**src/rtl/alu_pkg.sv**
```systemverilog
// alu_pkg: opcode encodings, op width and FSM state encoding shared by the ALU files
package alu_pkg;
   localparam int OPW = 3;
   localparam logic [OPW-1:0] OP_ADD = 3'd0;
   localparam logic [OPW-1:0] OP_SUB = 3'd1;
   localparam logic [OPW-1:0] OP_AND = 3'd2;
   localparam logic [OPW-1:0] OP_OR  = 3'd3;
   localparam logic [OPW-1:0] OP_XOR = 3'd4;
   localparam logic [OPW-1:0] OP_SHL = 3'd5;
   localparam logic [OPW-1:0] OP_SHR = 3'd6;
   localparam logic [OPW-1:0] OP_MUL = 3'd7;
   typedef enum logic {ST_IDLE, ST_MUL} state_t;
endpackage

```
**src/rtl/alu_mul_seq.sv**
```systemverilog
// alu_mul_seq: W-cycle unsigned shift-add multiplier
// ports: clk_i, rst_i (sync, active-high); start, x, y in; busy, done (last step, comb), product (2W, valid with done)
module alu_mul_seq #(
   parameter int W = 8
) (
   input  logic           clk_i,
   input  logic           rst_i,
   input  logic           start,
   input  logic [W-1:0]   x,
   input  logic [W-1:0]   y,
   output logic           busy,
   output logic           done,
   output logic [2*W-1:0] product
);
   localparam int CW = $clog2(W) + 1;
   logic [W-1:0]   mc;
   logic [2*W-1:0] p;
   logic [CW-1:0]  cnt;
   logic [W:0]     sum;
   // p holds {partial sum, unconsumed multiplier bits}; each step adds mc when the low bit is set and shifts right
   assign sum     = {1'b0, p[2*W-1:W]} + (p[0] ? {1'b0, mc} : '0);
   assign product = {sum, p[W-1:1]};
   assign done    = busy && cnt == CW'(W - 1);
   always_ff @(posedge clk_i) begin
      if (rst_i) begin
         busy <= 1'b0;
         cnt  <= '0;
         p    <= '0;
         mc   <= '0;
      end else if (start && !busy) begin
         busy <= 1'b1;
         cnt  <= '0;
         p    <= {{W{1'b0}}, y};
         mc   <= x;
      end else if (busy) begin
         p    <= product;
         cnt  <= cnt + 1'b1;
         busy <= !done;
      end
   end
endmodule

```
**src/rtl/alu_seq.sv**
```systemverilog
// alu_seq: registered valid/ready ALU with flags; optional multi-cycle MUL when ALU_SEQ_MUL_EN is defined
// ports: clk_i, rst_i (sync, active-high); valid_i, ready_o handshake; x_i, y_i, op_i operands;
//        done_o completion pulse; r_o, rh_o results; fz_o, fc_o, fn_o, fv_o flags (held between completions)
module alu_seq
   import alu_pkg::*;
#(
   parameter int W = 8
) (
   input  logic           clk_i,
   input  logic           rst_i,
   input  logic           valid_i,
   output logic           ready_o,
   input  logic [W-1:0]   x_i,
   input  logic [W-1:0]   y_i,
   input  logic [OPW-1:0] op_i,
   output logic           done_o,
   output logic [W-1:0]   r_o,
   output logic [W-1:0]   rh_o,
   output logic           fz_o,
   output logic           fc_o,
   output logic           fn_o,
   output logic           fv_o
);
   logic [W:0]   add, sub;
   logic [W-1:0] r_n, rh_n;
   logic         c_n, v_n, commit;
   assign add = {1'b0, x_i} + {1'b0, y_i};
   assign sub = {1'b0, x_i} - {1'b0, y_i};
`ifdef ALU_SEQ_MUL_EN
   state_t         state;
   logic           ready, accept, mul_busy, mul_done;
   logic [2*W-1:0] prod;
   assign accept  = valid_i && state == ST_IDLE && !mul_busy;
   assign commit  = (accept && op_i != OP_MUL) || mul_done;
   assign ready_o = ready;
   alu_mul_seq #(.W(W)) u_mul (
      .clk_i   (clk_i),
      .rst_i   (rst_i),
      .start   (accept && op_i == OP_MUL),
      .x       (x_i),
      .y       (y_i),
      .busy    (mul_busy),
      .done    (mul_done),
      .product (prod)
   );
   always_ff @(posedge clk_i) begin
      if (rst_i) begin
         state <= ST_IDLE;
         ready <= 1'b1;
      end else if (accept && op_i == OP_MUL) begin
         state <= ST_MUL;
         ready <= 1'b0;
      end else if (mul_done) begin
         state <= ST_IDLE;
         ready <= 1'b1;
      end
   end
`else
   assign commit  = valid_i;
   assign ready_o = 1'b1;
`endif
   always_comb begin
      r_n  = '0;
      rh_n = '0;
      c_n  = 1'b0;
      v_n  = 1'b0;
      case (op_i)
         OP_ADD: begin
            {c_n, r_n} = add;
            v_n = (x_i[W-1] == y_i[W-1]) && (add[W-1] != x_i[W-1]);
         end
         OP_SUB: begin
            {c_n, r_n} = sub;
            v_n = (x_i[W-1] != y_i[W-1]) && (sub[W-1] != x_i[W-1]);
         end
         OP_AND: r_n = x_i & y_i;
         OP_OR:  r_n = x_i | y_i;
         OP_XOR: r_n = x_i ^ y_i;
         OP_SHL: {c_n, r_n} = {x_i, 1'b0};
         OP_SHR: {r_n, c_n} = {1'b0, x_i};
         default: ;
      endcase
`ifdef ALU_SEQ_MUL_EN
      // a finishing multiply owns the result registers; no other op can be in flight then
      if (mul_done) begin
         {rh_n, r_n} = prod;
         c_n = |prod[2*W-1:W];
         v_n = 1'b0;
      end
`endif
   end
   always_ff @(posedge clk_i) begin
      if (rst_i) begin
         done_o <= 1'b0;
         r_o    <= '0;
         rh_o   <= '0;
         fz_o   <= 1'b1;
         fc_o   <= 1'b0;
         fn_o   <= 1'b0;
         fv_o   <= 1'b0;
      end else begin
         done_o <= commit;
         if (commit) begin
            r_o  <= r_n;
            rh_o <= rh_n;
            fz_o <= r_n == '0;
            fc_o <= c_n;
            fn_o <= r_n[W-1];
            fv_o <= v_n;
         end
      end
   end
endmodule

```
**config.mk**
```make
export PLATFORM = sky130hd
export DESIGN_NAME = alu_seq
export DESIGN_NICKNAME = d
export VERILOG_FILES = /design/src/rtl/alu_pkg.sv /design/src/rtl/alu_mul_seq.sv /design/src/rtl/alu_seq.sv
export SDC_FILE = /design/constraint.sdc
export NUM_CORES = 1
export LEC_CHECK = 0
export ABC_AREA = 1
export CORE_MARGIN = 1
export CORE_UTILIZATION = 52
export DETAILED_ROUTE_END_ITERATION = 12
export PLACE_DENSITY_LB_ADDON = 0.1
export RECOVER_POWER = 25
export SLEW_MARGIN = 5
export SYNTH_ARGS = -nofsm -noshare
export SYNTH_HDL_FRONTEND = slang
export SYNTH_SLANG_ARGS = --single-unit
```
**constraint.sdc**
```tcl
create_clock -name clk_i -period 2.34 [get_ports clk_i]
set_input_delay 0.234 -clock clk_i [delete_from_list [all_inputs] [get_ports clk_i]]
set_output_delay 0.234 -clock clk_i [all_outputs]
set_load 0.03 [all_outputs]
```
==> summary.md <==
| Metric | Value |
|---|---|
| Outcome | complete, no violations |
| Post-synthesis register bit count | 12 |
| Initial drt markers | between 150 and 200 |
| Die Area | 4040 um^2 |
| Nets@finish | 421 |
| Final Non-Filler Cells | 419 |
| Pint | 0.509 mW |
| Pin count of the biggest net entering global routing | 16 |
| Post-CTS sizing | 0 |
| Cells after Synth | 330 |
| Die span in y | 63.6 um |
| Hold Crit Class | register to register |
| Initial core utilization | between 50 and 60% |
| CP peak stage delay | 0.50 ns |
| Final wirelength | 4810 um |
| Num CTS Buffers | 3 |
| Max clock buf depth | 2 |
| Postcts setup bufs | 0 |
| Root buffer cell | clkbuf_8 |
| DR DRC count | 0 |
| Pwr Density | 359 nW/um^2 |
| P_leak | around 1.3 nW |
| Final Hold Viols | 0 |
| Num Clock Sinks | 12 |
| Comb power frac | 52.7% |
| Gpl congestion | 0.950 |
| Grt ovf | 0 |
| Commonest cells after routing, fill and taps aside | 68 x nand2_1, 55 x inv_1, 38 x nand3_1 |
| Vias per cell | 5.17 |
| Crit-path cells | clkdlybuf4s50_1 -> inv_1 -> ha_1 -> fa_1 -> inv_1 -> nand2_1 -> nand2_2 -> nand3_1 -> nand2_1 -> o21ai_0 -> nand2_1 -> nand2_1 -> nor2_1 -> a21o_1 -> inv_1 |
| Final instance area | 2420 um^2 |
| CP required | about 2.5 ns |
| CORE AREA | 3660 um^2 |
| IO Port Bufs | 34 |
| Sw frac | approximately two fifths |
| Commonest non-fill, non-tap cell in the layout | nand2_1 |
| Worst setup EP type | register |
| Post-DP Area | around 2400 um^2 |
| Final Util | 66.1% |
| Via count | 2166 |
| Fin. max-slew vios | 0 |
| Switching Power | between 0.3 and 0.4 mW |
| Worst path arrival time | between 2 and 2.5 ns |
| Avg WL per Cell | around 11 um |
| Final setup vio count | 0 |
| Post-Syn Area | slightly below 2000 um^2 |
| Power share of the clock group | between 20% and 30% |
| Clock skew | 0 ns |
| Share of cells above drive strength 1 | 9.16% |
| Slowest stage cell on the critical path | clkdlybuf4s50_1 |
| Gr usage total | 25.0% |
| CP Max Fanout | 4 |
| Tcrit/Tclk final | 90.4% |
| Antenna viol nets, final | 0 |
| Peak supply drop | ~0.14 mV |
| Initial antenna violation count | 0 |
| Clock slew at reported path FFs | 0.05 ns |
| Vias in the first global route | 1864 |
| Placed insts | 416 |
| Row cnt | 22 |
| F_max | 0.473 GHz |
| Count of hold-fix buffers inserted at cts | 0 |
| Final HPWL DP | 4000 um |
| Post-synthesis cell type count | 28 |
| Crit start category | input pin |
| Tmin final | 2.12 ns |
| Most frequent CP cell | nand2_1 |
| Syn Area/Cell | roughly 6.0 um^2 |
| First-pass GRT wire length | 8150 um |
| Sequential area share after synthesis | about 12% |
| Crit Path Category | input pin to register |
| Antenna cells | 0 |
| Seq pwr share | a little over a quarter |
| DIE WIDTH | 63.6 um |
| Area growth syn-to-layout | 22.7% |
| Clk_lat worst skew | ~0.24 ns |
| TritonCTS clock tree | yes |
| Boundary Pins | 44 |
| CTS H-tree lvls | 1 |
| Final hold slack | 0.470 ns |
| Yosys Warn Count | 0 |
| Max-Cap Viols | 0 |
| DR pass1 iterations | 4 |
==> path summary, 6_finish.rpt <==
kind,from,to,slack (ns),depth (start not counted)
setup / recovery,x_i[0],r_o[6]$_SDFFE_PP0P_,0.22,15
hold / removal,r_o[1]$_SDFFE_PP0P_,r_o[1]$_SDFFE_PP0P_,0.47,2
setup reg to reg,r_o[6]$_SDFFE_PP0P_,r_o[6]$_SDFFE_PP0P_,1.65,3
hold reg to reg,r_o[1]$_SDFFE_PP0P_,r_o[1]$_SDFFE_PP0P_,0.47,2
==> worst max-delay path: cells and delay by family <==
family          cells  cell delay [ns]
compound gates      2             0.21
fa+ha+maj           2             0.61
buf+inv             4             0.67
simple gates        7             0.54
==> power groups by stage <==
| stage | logic (mW) | clock network (mW) | registers, mW |
|---|---|---|---|
| 2_1_floorplan | 0.283 | 0 | 0.263 |
| 3_3_place_gp | 0.451 | 0 | 0.232 |
| 3_5_place_dp | 0.454 | 0 | 0.233 |
| 4_1_cts | 0.456 | 0.187 | 0.229 |
| 5_1_grt | 0.508 | 0.198 | 0.230 |
| 6_report | 0.458 | 0.183 | 0.228 |
==> stage by stage <==
step | worst slack [ns] | total power [mW] | TNS [ns]
global route | -0.00219 | 0.936 | -0.00219
detailed placement | -0.0434 | 0.686 | -0.0691
floorplan | 0.630 | 0.545 | 0
CTS | 0.200 | 0.872 | 0
global placement | -0.0118 | 0.683 | -0.0118
finish | 0.224 | 0.870 | 0
==> flip-flops by register name, summed over array words and instances, names as in the netlist <==
name	cells
fc_o	1
fz_o	1
r_o	8
done_o	1
fv_o	1
==> synth_stat cells <==
cell	n	area, um^2
nand2_1	69	259
inv_1	55	206
nand3_1	38	190
nor2_1	33	124
ha_1	24	300
nand4_1	19	119
o21ai_0	15	75.1
dfxtp_1	12	240
a21oi_1	11	55.1
buf_4	10	75.1
inv_2	7	26.3
buf_2	6	30.0
o22ai_1	5	31.3
buf_6	4	45.0
nor2_4	3	33.8
a21o_1	2	15.0
conb_1	2	7.51
fa_1	2	40.0
nand3b_1	2	15.0
nor3_1	2	10.0
o211ai_1	2	15.0
nand2_2	1	6.26
nor3_2	1	10.0
nor3b_1	1	7.51
o2111ai_1	1	8.76
o211ai_2	1	12.5
o21bai_1	1	7.51
or2_1	1	6.26
==> per-layer routing <==
layer	GRT usage [%]	wire (um)	vias to the layer above	share of wire, %
met5	0	0	-	0
met4	7.10	75	0	1.6
met3	3.08	253	11	5.3
met2	41.5	2190	70	46
met1	33.5	2290	954	48
li1	-	-	1131	-
==> cell families after synthesis <==
family,after synthesis,share of synthesized area [%]
and+or+nand+nor,170,39.6
buffers and inverters,82,19.4
AOI/OAI and AO/OA,38,11.2
adders and majority gates,26,17.3
DFF,12,12.2
other,2,0.381
==> final cells by class <==
cell class	count	area [um^2]
Tap cell	48	60.1
Multi-Input combinational cell	243	1380
Clock buffer	3	41.3
Fill cell	351	1240
Timing Repair Buffer	51	468
Inverter	62	233
Sequential cell	12	240
Note: power is estimated with default switching activity, not from simulation.
